===== config.mk =====
export PLATFORM = sky130hd
export DESIGN_NAME = student_tlul_socket_1n
export DESIGN_NICKNAME = d
export VERILOG_FILES = /design/src/rtl/student_tlul_socket_1n.sv
export SDC_FILE = /design/constraint.sdc
export NUM_CORES = 1
export LEC_CHECK = 0
export CAP_MARGIN = 20
export CELL_PAD_IN_SITES_DETAIL_PLACEMENT = 0
export CELL_PAD_IN_SITES_GLOBAL_PLACEMENT = 1
export CORE_AREA = 2 2 160 162
export CTS_BUF_LIST = sky130_fd_sc_hd__clkbuf_16
export DETAILED_ROUTE_END_ITERATION = 8
export DIE_AREA = 0 0 162 164
export DONT_BUFFER_PORTS = 1
export PLACE_DENSITY = 0.3
export SETUP_SLACK_MARGIN = 0.4
export SLEW_MARGIN = 15
export SYNTH_ARGS = -nofsm -noshare
export SYNTH_HDL_FRONTEND = slang
export SYNTH_SLANG_ARGS = --single-unit

===== constraint.sdc =====
create_clock -name clk_i -period 3.2 [get_ports clk_i]
set_input_delay 0.64 -clock clk_i [delete_from_list [all_inputs] [get_ports clk_i]]
set_output_delay 0.64 -clock clk_i [all_outputs]
set_load 0.02 [all_outputs]

===== src/rtl/student_tlul_socket_1n.sv =====
// TL-UL 1-to-NUM socket: address decode, in-order outstanding tracking and an
// error responder for unmapped addresses. Carries its own minimal tlul_pkg.
package tlul_pkg;
    localparam logic [2:0] PutFullData    = 3'h0;
    localparam logic [2:0] PutPartialData = 3'h1;
    localparam logic [2:0] Get            = 3'h4;
    localparam logic [2:0] AccessAck      = 3'h0;
    localparam logic [2:0] AccessAckData  = 3'h1;

    typedef struct packed {
        logic        a_valid;
        logic [2:0]  a_opcode;
        logic [2:0]  a_param;
        logic [1:0]  a_size;
        logic [7:0]  a_source;
        logic [31:0] a_address;
        logic [3:0]  a_mask;
        logic [31:0] a_data;
        logic        d_ready;
    } tl_h2d_t;

    typedef struct packed {
        logic        d_valid;
        logic [2:0]  d_opcode;
        logic [2:0]  d_param;
        logic [1:0]  d_size;
        logic [7:0]  d_source;
        logic        d_sink;
        logic [31:0] d_data;
        logic        d_error;
        logic        a_ready;
    } tl_d2h_t;
endpackage

module student_tlul_socket_1n #(
    parameter int NUM    = 2,
    parameter int MaxOut = 4,
    // The default map covers two devices; override both maps when changing NUM.
    parameter logic [NUM-1:0][31:0] BASE_ADDR = {32'h0000_1000, 32'h0000_0000},
    parameter logic [NUM-1:0][31:0] ADDR_MASK = {NUM{32'hFFFF_F000}}
) (
    input  logic                          clk_i,
    input  logic                          rst_i,
    input  tlul_pkg::tl_h2d_t             tl_i,
    output tlul_pkg::tl_d2h_t             tl_o,
    input  tlul_pkg::tl_d2h_t [NUM-1:0]   children_o,
    output tlul_pkg::tl_h2d_t [NUM-1:0]   children_i
);
    import tlul_pkg::*;

    localparam int CW = $clog2(MaxOut + 1);
    localparam int SW = $clog2(NUM + 1);
    localparam logic [SW-1:0] ERR_SEL = SW'(NUM);

    logic [CW-1:0] cnt_reg;
    logic [SW-1:0] dev_sel_reg;
    logic          err_vld_reg;
    logic [7:0]    err_src_reg;
    logic [2:0]    err_op_reg;

    logic [SW-1:0] dec;
    logic          idle, full, stall;
    logic          dev_a_ready;
    logic          a_hs, d_hs;
    tl_d2h_t       err_rsp, sel_rsp;

    // Lowest-index match wins, so iterate downwards and let later hits override.
    always_comb begin
        dec = ERR_SEL;
        for (int i = NUM - 1; i >= 0; i--) begin
            if ((tl_i.a_address & ADDR_MASK[i]) == BASE_ADDR[i]) begin
                dec = SW'(i);
            end
        end
    end

    assign idle  = (cnt_reg == '0);
    assign full  = (cnt_reg == CW'(MaxOut));
    assign stall = rst_i | full | (!idle && (dec != dev_sel_reg));

    always_comb begin
        dev_a_ready = !err_vld_reg;
        for (int i = 0; i < NUM; i++) begin
            if (dec == SW'(i)) begin
                dev_a_ready = children_o[i].a_ready;
            end
        end
    end

    for (genvar gi = 0; gi < NUM; gi++) begin : g_child
        tl_h2d_t req;
        always_comb begin
            req         = tl_i;
            req.a_valid = tl_i.a_valid & (dec == SW'(gi)) & !stall;
            req.d_ready = tl_i.d_ready & !idle & (dev_sel_reg == SW'(gi));
        end
        assign children_i[gi] = req;
    end

    always_comb begin
        err_rsp          = '0;
        err_rsp.d_valid  = err_vld_reg;
        err_rsp.d_opcode = (err_op_reg == Get) ? AccessAckData : AccessAck;
        err_rsp.d_source = err_src_reg;
        err_rsp.d_data   = 32'hFFFF_FFFF;
        err_rsp.d_error  = 1'b1;
        sel_rsp = err_rsp;
        for (int i = 0; i < NUM; i++) begin
            if (dev_sel_reg == SW'(i)) begin
                sel_rsp = children_o[i];
            end
        end
        tl_o = sel_rsp;
        if (idle) begin
            tl_o.d_valid = 1'b0;
        end
        tl_o.a_ready = !stall & dev_a_ready;
    end

    assign a_hs = tl_i.a_valid & tl_o.a_ready;
    assign d_hs = tl_o.d_valid & tl_i.d_ready;

    always_ff @(posedge clk_i) begin
        if (rst_i) begin
            cnt_reg     <= '0;
            dev_sel_reg <= '0;
            err_vld_reg <= 1'b0;
            err_src_reg <= '0;
            err_op_reg  <= '0;
        end else begin
            if (a_hs) begin
                dev_sel_reg <= dec;
            end
            case ({a_hs, d_hs})
                2'b10:   cnt_reg <= cnt_reg + 1'b1;
                2'b01:   cnt_reg <= cnt_reg - 1'b1;
                default: cnt_reg <= cnt_reg;
            endcase
            if (d_hs && dev_sel_reg == ERR_SEL) begin
                err_vld_reg <= 1'b0;
            end
            if (a_hs && dec == ERR_SEL) begin
                err_vld_reg <= 1'b1;
                err_src_reg <= tl_i.a_source;
                err_op_reg  <= tl_i.a_opcode;
            end
        end
    end
endmodule


==> run_results.csv <==
group,metric,value,unit
status,status,"finished, final reports clean",
worst_setup_path,startpoint,"tl_i[50]",
synthesis,yosysWarnings,0,
sta,hold-worst-slack,0.444,ns
sta,tns,0,ns
power_and_ir_drop,power_leakage,0.801,nW
sta,hold_viol,0,
worst_setup_path,cp-end-kind,"primary output",
sta,finalCritPeriodShare,0.841,
synthesis,synthCells,397,
worst_setup_path,crit_required,2.56,ns
synthesis,yosys_most_used_dff,"dfxtp_1",
grt,grt_max_degree,72,
grt,grt_util_met1,0.0782,
sta,fin_worst_skew,0.00171,ns
route,vias,1805,
synthesis,synth_edf_count,0,
route,post_drt_wl_per_cell,20.0,microns
place,post-dp-hpwl,9.53,mm
grt,grt_first_pass_wirelength,13.8,mm
die,dieArea,26600,sq um
synthesis,async_flop_share,0,
finish,area_growth,-23.3,%
grt,track_usage,0.0727,
worst_setup_path,reg2reg_from,"dev_sel_reg[1]",
worst_setup_path,arrival,2.05,ns
worst_setup_path,cp_max_fo,3,
finish,drive_gt1_frac,0.145,
worst_setup_path,worstSetupPathType,"in2out",
die,initial_core_util,0.122,
clocking,post_cts_buffers,0,
sta,drv_slew,0,
finish,fillers,2914,
die,io-pin-count,416,
finish,n_antenna_cell,0,
clocking,hold_buffers,0,
clocking,cts_buffer_depth,2,
clocking,clock-sinks,17,
power_and_ir_drop,powerDensity,383,nW/um^2
worst_setup_path,r2r_slack,0.69,ns
worst_setup_path,crit_path_end,"children_i[171]",
synthesis,synth_top_area_frac,0.415,
synthesis,yosysTopAreaCell,"buf_4",
finish,layout.nets,415,
route,drt_iter0_drc,47,
finish,largest_reg_flops,8,
synthesis,synth_area_leaders,"buf_4, dfxtp_1, mux2i_1",
clocking,path_clk_slew,0.06,ns
route,viasPerCell,3.28,
sta,worst_slew_pin_slew,0.752,ns
synthesis,ys_ff_latch,17,
route,final_antenna_net_count,0,
die,dieWidth,162,microns
power_and_ir_drop,vdd_drop_max,0.128,mV
finish,multi_input_area,1410,sq um
clocking,ctsResizeCount,2,
grt,use_met2,0.131,
sta,setup_viol,0,
die,core,24800,sq um
die,die-height,164,microns
clocking,h-tree-depth,1,
clocking,clock_latency,0.25,ns
clocking,cts_buffers,3,
synthesis,avgSynthCellArea,7.66,sq um
grt,top_usage_layer,"met2",
sta,fin_crit,2.69,ns
synthesis,synth.distinct_cells,36,
synthesis,ys_seq_area_frac,0.112,
clocking,cts_root_buffer,"clkbuf_16",
finish,regArea,348,sq um
flow_run,maxCapViolations,0,
sta,slew_headroom,0.494,
synthesis,syn_area,3040,sq um
route,drc_errors,0,
synthesis,synth_nets,591,
grt,grt_antenna_before_repair,0,
clocking,cts_tree,"done",
die,fp-row-count,58,
place,io_buffers,0,
route,drt-total-wl,11.0,mm
worst_setup_path,worstSetupStartpointType,"input pin",
grt,grt_overflow,0,
sta,rsz0062_at_grt,"false",
sta,max_freq,372,MHz
worst_setup_path,r2r_end,"cnt_reg[2]",
place,place_congestion,0.661,
grt,met3_usage,0.0232,
worst_hold_path,hold_path_class,"in2reg",
grt,grt_pass1_vias,1728,
route,first_pass_iters,4,
worst_setup_path,reg2reg_depth,11,
## cell type report
| type | count | share of cell area |
|---|---|---|
| sequential | 17 | 0.149 |
| timing repair buffer | 8 | 0.0274 |
| inverter | 4 | 0.00644 |
| multi-input combinational | 187 | 0.605 |
| tap | 330 | 0.177 |
| clock inverter | 1 | 0.00215 |
| clock buffer | 3 | 0.0322 |
## layout by cell type (no fill, tap or decap), drive strengths merged
| cell type | count |
|---|---|
| nor2b | 34 |
| a211o | 33 |
| mux2i | 31 |
| nor2 | 27 |
| dfxtp | 17 |
| o21ai | 13 |
| nand2 | 12 |
| buf | 8 |
| a21oi | 6 |
| inv | 4 |
| nor4 | 4 |
| clkbuf | 3 |
| nor3b | 3 |
| nor3 | 3 |
| nand2b | 2 |
| xor2 | 2 |
| or3 | 2 |
| or4b | 2 |
| and2 | 2 |
| or4bb | 1 |
| or2 | 1 |
| o311ai | 1 |
| nand4b | 1 |
| o211ai | 1 |
| a211oi | 1 |
| and4b | 1 |
| a31o | 1 |
| o31ai | 1 |
| fa | 1 |
| ha | 1 |
| clkinv | 1 |
## power breakdown
part | internal [mW] | switching, mW | total (mW)
Clock | 0.168 | 0.0929 | 0.260
Sequential | 0.231 | 0.0280 | 0.259
Combinational | 0.122 | 0.250 | 0.372
Total | 0.521 | 0.371 | 0.892
## worst max-delay path, stage by stage
cell,delay [ns]
nor4_2,0.30
nand2_2,0.14
or4b_4,0.57
a211oi_2,0.22
buf_4,0.17
## metrics by stage
stage          total power [mW]  cell area (sq um)  setup WS (ns)  utilization  cells
5_1_grt                   0.953               2330          0.404       0.0939    550
3_3_place_gp              0.653               2230          0.413       0.0899    546
3_5_place_dp              0.654               2230          0.375       0.0899    546
6_report                  0.892               2330          0.509       0.0939    550
4_1_cts                   0.923               2320          0.443       0.0935    550
2_1_floorplan             0.863               3110          0.265            -    397
## cell usage after synthesis, types with 2 or more instances
cell type  number
inv_1           4
dfxtp_1        17
nor2_1         27
xor2_1          2
mux2i_1        31
nand2b_1        2
nor3b_1         2
a211o_1        33
nor4_1          4
clkbuf_1       14
and2_1          2
a21oi_1         5
nor2b_1        34
buf_2           4
or4b_1          2
nor3_1          3
o21ai_0        13
nand2_1        12
buf_1           2
buf_4         168
## cells by family (layout without fill, tap and decap cells)
| family | Yosys count | in the layout | share of synthesized area |
|---|---|---|---|
| buffers and inverters | 193 | 16 | 0.450 |
| and+or+nand+nor | 95 | 95 | 0.173 |
| AOI/OAI and AO/OA | 57 | 57 | 0.147 |
| muxes | 31 | 31 | 0.102 |
| DFF | 17 | 17 | 0.112 |
| adders and majority gates | 2 | 2 | 0.0107 |
| xor gates and xnor gates | 2 | 2 | 0.00576 |
## metal layers
| metal | part of all wire | up-vias |
|---|---|---|
| met5 | 0 | - |
| met1 | 0.36 | 802 |
| met3 | 0.11 | 36 |
| met2 | 0.50 | 163 |
| met4 | 0.035 | 0 |
| li1 | - | 804 |
## worst min path at each step
| stage | start | endpoint | slack [ns] | depth (start not counted) |
|---|---|---|---|---|
| after global placement | err_op_reg[0] | err_op_reg[0] | 0.47 | 2 |
| after CTS | rst_i | dev_sel_reg[1] | 0.44 | 1 |
| after detailed placement | err_op_reg[0] | err_op_reg[0] | 0.49 | 2 |
| final | rst_i | dev_sel_reg[1] | 0.44 | 1 |
| after global routing | rst_i | dev_sel_reg[1] | 0.44 | 1 |
| after floorplan | err_op_reg[2] | err_op_reg[2] | 0.46 | 2 |
Note: power is estimated with default switching activity, not from simulation.
